### config.mk
export PLATFORM = sky130hd
export DESIGN_NAME = buffer_reg_skid
export DESIGN_NICKNAME = d
export VERILOG_FILES = /design/src/rtl/buffer_reg_skid.sv
export SDC_FILE = /design/constraint.sdc
export NUM_CORES = 1
export LEC_CHECK = 0
export BUFFER_PORTS_ARGS = -buffer_cell sky130_fd_sc_hd__buf_2
export CORE_MARGIN = 2
export CORE_UTILIZATION = 35
export DETAILED_ROUTE_END_ITERATION = 10
export SLEW_MARGIN = 20
export SYNTH_ARGS = -nofsm -noshare
export SYNTH_HDL_FRONTEND = slang
export SYNTH_SLANG_ARGS = --single-unit
### constraint.sdc
create_clock -name clk -period 2.5 [get_ports clk]
set_input_delay 0.125 -clock clk [delete_from_list [all_inputs] [get_ports clk]]
set_output_delay 0.125 -clock clk [all_outputs]
set_load 0.005 [all_outputs]
### src/rtl/buffer_reg_skid.sv
// Registered valid/ready buffer with a one-entry skid slot, occupancy report and flush.
// Every output is registered so both the data path and the ready path are cut here.
module buffer_reg_skid #(
  parameter int               WIDTH      = 4,
  parameter logic [WIDTH-1:0] RESET_DATA = '0
) (
  input  logic             clk,
  input  logic             rst,
  input  logic             flush,
  input  logic [WIDTH-1:0] in_data,
  input  logic             in_valid,
  output logic             in_ready,
  output logic [WIDTH-1:0] out_data,
  output logic             out_valid,
  input  logic             out_ready,
  output logic [1:0]       occupancy
);

  typedef enum logic [1:0] {
    EMPTY = 2'd0,
    BUSY  = 2'd1,
    FULL  = 2'd2
  } state_t;

  state_t           state_reg;
  state_t           state_next;
  logic [WIDTH-1:0] out_data_reg;
  logic [WIDTH-1:0] out_data_next;
  logic [WIDTH-1:0] skid_reg;
  logic [WIDTH-1:0] skid_next;
  logic             out_valid_reg;
  logic             in_ready_reg;
  logic [1:0]       occupancy_reg;
  logic             push;
  logic             pop;

  // Handshakes use the registered flags, so no combinational path crosses the buffer.
  assign push = in_valid & in_ready_reg;
  assign pop  = out_valid_reg & out_ready;

  function automatic logic [1:0] occ_of(input state_t s);
    case (s)
      BUSY:    occ_of = 2'd1;
      FULL:    occ_of = 2'd2;
      default: occ_of = 2'd0;
    endcase
  endfunction

  always_comb begin
    state_next    = state_reg;
    out_data_next = out_data_reg;
    skid_next     = skid_reg;
    if (flush) begin
      state_next = EMPTY;
    end else begin
      case (state_reg)
        EMPTY: begin
          if (push) begin
            state_next    = BUSY;
            out_data_next = in_data;
          end
        end
        BUSY: begin
          if (push && !pop) begin
            state_next = FULL;
            skid_next  = in_data;
          end else if (pop && !push) begin
            state_next = EMPTY;
          end else if (push && pop) begin
            out_data_next = in_data;
          end
        end
        FULL: begin
          // in_ready is low here, so only a pop can move the state.
          if (pop) begin
            state_next    = BUSY;
            out_data_next = skid_reg;
          end
        end
        default: state_next = EMPTY;
      endcase
    end
  end

  // Flags are decoded from the next state so they are exact one edge later.
  always_ff @(posedge clk) begin
    if (rst) begin
      state_reg     <= EMPTY;
      out_data_reg  <= RESET_DATA;
      skid_reg      <= '0;
      out_valid_reg <= 1'b0;
      in_ready_reg  <= 1'b1;
      occupancy_reg <= 2'd0;
    end else begin
      state_reg     <= state_next;
      out_data_reg  <= out_data_next;
      skid_reg      <= skid_next;
      out_valid_reg <= (state_next != EMPTY);
      in_ready_reg  <= (state_next != FULL);
      occupancy_reg <= occ_of(state_next);
    end
  end

  assign out_data  = out_data_reg;
  assign out_valid = out_valid_reg;
  assign in_ready  = in_ready_reg;
  assign occupancy = occupancy_reg;

endmodule
==> results.md <==
- In this run the vertical extent of the chip is 45.1 µm.
- The portion of synthesized cell area occupied by the leading cell type is 47.4%.
- The width of the chip is 45.1 µm.
- The total of endpoints with negative setup slack in the final report is 0.
- The number of standard-cell rows in the floorplan is 14.
- In the synthesized netlist the dominant register cell turns out to be sky130_fd_sc_hd__dfxtp_1.
- For this run, design rule violations remaining after detail routing come to 0.
- Walking the worst path, the cells encountered are nand2b_1 > a211o_2 > o31ai_1 > a221oi_1.
- The final period utilization is 62.2%.
- The repair_antennas step left the layout with diodes totalling 0.
- The worst stage delay on the critical path is 0.40 ns.
- The internal power is 0.000310 W.
- Global routing consumed, over all layers together, 12.4% of the routing resources.
- The number of placed instances, taps included, is 90.
- In this run, CTS created clock tree buffers numbering 3.
- Ranked by instance count, the synthesized netlist is headed by sky130_fd_sc_hd__dfxtp_1 (14), sky130_fd_sc_hd__nor2_1 (9), sky130_fd_sc_hd__mux2i_1 (8).
- The gate count of the mapped netlist is 60.
- In this run the mean area of a mapped cell was 9.86 µm².
- The Yosys step of the flow raised 0 warnings.
- The count of buffers from port buffering is 16.
- The number of pins exceeding their max-slew limit in the final report is 0.
- In this run the number of H-tree levels came out at 1.
- The tree is rooted in a sky130_fd_sc_hd__clkbuf_4.
- The filler cells instantiated in the layout total 169.
- The worst setup path is of the reg -> reg kind.
- In the post-synthesis netlist, the biggest area contributors are sky130_fd_sc_hd__dfxtp_1 (47%), sky130_fd_sc_hd__mux2i_1 (14%), sky130_fd_sc_hd__a221oi_1 (7.4%), sky130_fd_sc_hd__nor2_1 (5.7%), sky130_fd_sc_hd__buf_6 (3.8%).
- The cell area after layout is 692 µm².
- The core outline area is 1540 µm².
- Based on the critical path, the design can be clocked at up to 0.643 GHz.
- The clock passes through at most 2 buffers.
- For this configuration, the core starts out at a cell density of 38.4%.
- After the last flow step, the layout net total stands at 88.
- The worst setup slack for register-to-register paths is 0.94 ns.
- Net switching is 24.6% of the power.
- The clock period could shrink to 1.56 ns.
- The post-CTS setup-driven buffer insertion count is 0.
- The path type of the worst min-delay path is in -> reg.
- Pin placement for this block handled 17 I/O pins.
- For this block, the routed nets add up to 1140 µm of wire.
- The run finished with clean final reports.
- The clock insertion delay at the later pin of the skew report is 0.28 ns.
- The startpoint kind of the worst setup timing path is a register.
- The standard cell area after detailed placement is 669 µm².
- The cell area after synthesis is 592 µm².
- The average routed wire per standard cell is 12.2 µm.
- The number of enable flip-flop cells after synthesis is 0.
- Sequential cells account for 57.5% of the total power.
- The start point of the worst hold path is in_data[0].
- The total negative setup slack is 0 ns.
- The count of nets left with antenna violations once routing finished came out at 0.
- The analysis attributes to cell leakage a power of 0.360 nW.
- The total power is 0.000412 W.
- The cell with the biggest individual delay on the critical path is sky130_fd_sc_hd__a211o_2.
- The worst relative slew slack is 66.8%.
- The transition time at the pin with the least slew margin is 0.494 ns.
- The nature of the critical path endpoint is a register.
- The minimum setup slack in the final design is 0.945 ns.
- The combined area of the multi-input logic cells is 278 µm².
- The critical register-to-register path startpoint is state_reg[0].
- TritonCTS built the clock tree.
- The via count of the routed design is 495.
- The clock transition at the registers of the reported paths is 0.08 ns.
- The clock network is responsible for 31.0% of the overall power.
- Entering global routing, the biggest net connects 11 pins.
- The initial DRC count is 8.
- The number of sinks handled by clock tree synthesis is 14.
- Along the worst path, the maximum fanout reaches 8.
- The area taken by flip-flops and latches is 280 µm².
- The largest area contributor in the netlist is sky130_fd_sc_hd__dfxtp_1.
- The initial antenna violation count is 0.
- The number of cells in the finished layout apart from fillers is 93.
- The number of different library cells used by synthesis comes to 18.
- The via count of the first global-routing pass is 390.
- The cts-stage hold buffer count is 0.
- The final clock skew is 0.00207 ns.
- The worst slack after detailed placement is 0.985 ns.
- Setup repair after global routing left no endpoint under its margin.
- In the final layout, the share of cells above drive strength 1 is 27.3%.
- The switching power total is 0.000101 W.
- The worst path buffer plus inverter count is 0.
- The power per cell area is 595 nW/µm².
- The share of the yosys chip area belonging to registers is 47.4%.
- After clock tree synthesis, the repair step resized 0 gates.
- The gate family responsible for the most delay along the worst path is compound AO/OA/AOI/OAI gates.
- Data arrives at the worst endpoint at 1.69 ns.
- Detailed placement finished with a half-perimeter wire length of 801 µm.
- Summed over all layers, the global routing overflow is 0.
- Synthesis inferred 14 register bits.
- By instance count, the leading cell after synthesis is sky130_fd_sc_hd__dfxtp_1.
- In this run the worst setup path begins at state_reg[0].
- The number of iterations in the first detailed-routing pass is 4.
- The die covers 2040 µm².
- The worst path required time is 2.64 ns.
- The first global-routing pass estimated 1700 µm of wire.
- Counting every net in the synthesized netlist gives 69.
- VDD sags by at most 0.000245 V.
- The fraction of power consumed by combinational cells is 11.5%.
- The signed area change from the synthesized netlist to the final layout is 16.9%.
- The final estimated routing congestion in global placement is 0.712.
- The tool flagged a number of max-cap violations equal to 0.
- The per-cell via count in the routed design is 5.32.
- The number of endpoints with negative hold slack in the final report came to 0.
- The async set or reset register ratio after synthesis is 0%.
==> path summary, 6_finish.rpt <==
kind	endpoint	cells after the start
max reg2reg	out_data[1]	4
min	skid_reg[0]	3
min reg2reg	skid_reg[3]	2
max	out_data[1]	4
==> worst register-to-register path: cells and delay by family, from the launching register on <==
kind | cells | cell delay [ns]
AND/OR/NAND/NOR | 1 | 0.32
AO/OA/AOI/OAI | 3 | 0.72
flip-flops | 1 | 0.38
==> metrics by stage <==
| stage | hold slack, ns | util (%) |
|---|---|---|
| floorplan | 0.216 | - |
| global placement | 0.380 | 43.4 |
| detailed placement | 0.385 | 43.4 |
| CTS | 0.0958 | 44.9 |
| global route | 0.0965 | 44.9 |
| finish | 0.0963 | 44.9 |
==> power groups by stage <==
| stage | clock network, W | logic, W | registers (W) |
|---|---|---|---|
| 6_report | 0.000127 | 0.0000475 | 0.000237 |
| 5_1_grt | 0.000139 | 0.0000532 | 0.000238 |
| 4_1_cts | 0.000129 | 0.0000476 | 0.000237 |
| 3_5_place_dp | 0 | 0.0000471 | 0.000242 |
| 3_3_place_gp | 0 | 0.0000475 | 0.000242 |
| 2_1_floorplan | 0 | 0.0000280 | 0.000243 |
==> kinds of logic after synthesis <==
group,after synthesis,synth area share (%)
and+or+nand+nor,20,16.1
buffers and inverters,5,5.71
DFF,14,47.4
AOI/OAI and AO/OA,13,17.3
muxes,8,13.5
==> layout make-up <==
cell class | instances | area share, %
multi-input cells | 41 | 40.1
inverters | 3 | 1.63
well taps | 16 | 2.89
repair buffers | 16 | 11.6
clock buffers | 3 | 3.25
flip-flops and latches | 14 | 40.5
==> layout by cell type, fill, tap and decap left out <==
cell	netlist	final
sky130_fd_sc_hd__a2111oi_0	1	1
sky130_fd_sc_hd__nand3_1	3	3
sky130_fd_sc_hd__clkbuf_4	0	3
sky130_fd_sc_hd__nand2b_1	1	1
sky130_fd_sc_hd__o21a_1	3	3
sky130_fd_sc_hd__buf_2	0	16
sky130_fd_sc_hd__o31ai_1	1	1
sky130_fd_sc_hd__a21oi_1	2	2
sky130_fd_sc_hd__nand3b_1	1	1
sky130_fd_sc_hd__nor4bb_1	1	1
sky130_fd_sc_hd__or2_2	1	1
sky130_fd_sc_hd__nand2_1	3	3
sky130_fd_sc_hd__nor2_1	9	9
sky130_fd_sc_hd__dfxtp_1	14	14
sky130_fd_sc_hd__a221oi_1	5	5
sky130_fd_sc_hd__nor3_1	1	1
sky130_fd_sc_hd__inv_1	3	3
sky130_fd_sc_hd__a211o_2	1	1
sky130_fd_sc_hd__mux2i_1	8	8
==> layer usage <==
| layer | global-route usage [%] | part of all wire [%] | vias to the layer above |
|---|---|---|---|
| met5 | 0 | 0 | - |
| met3 | 3.60 | 5.6 | 2 |
| met4 | 10.6 | 1.3 | 0 |
| li1 | - | - | 253 |
| met1 | 17.8 | 50 | 224 |
| met2 | 14.6 | 42 | 16 |
Power figures use the tool's default switching activity.
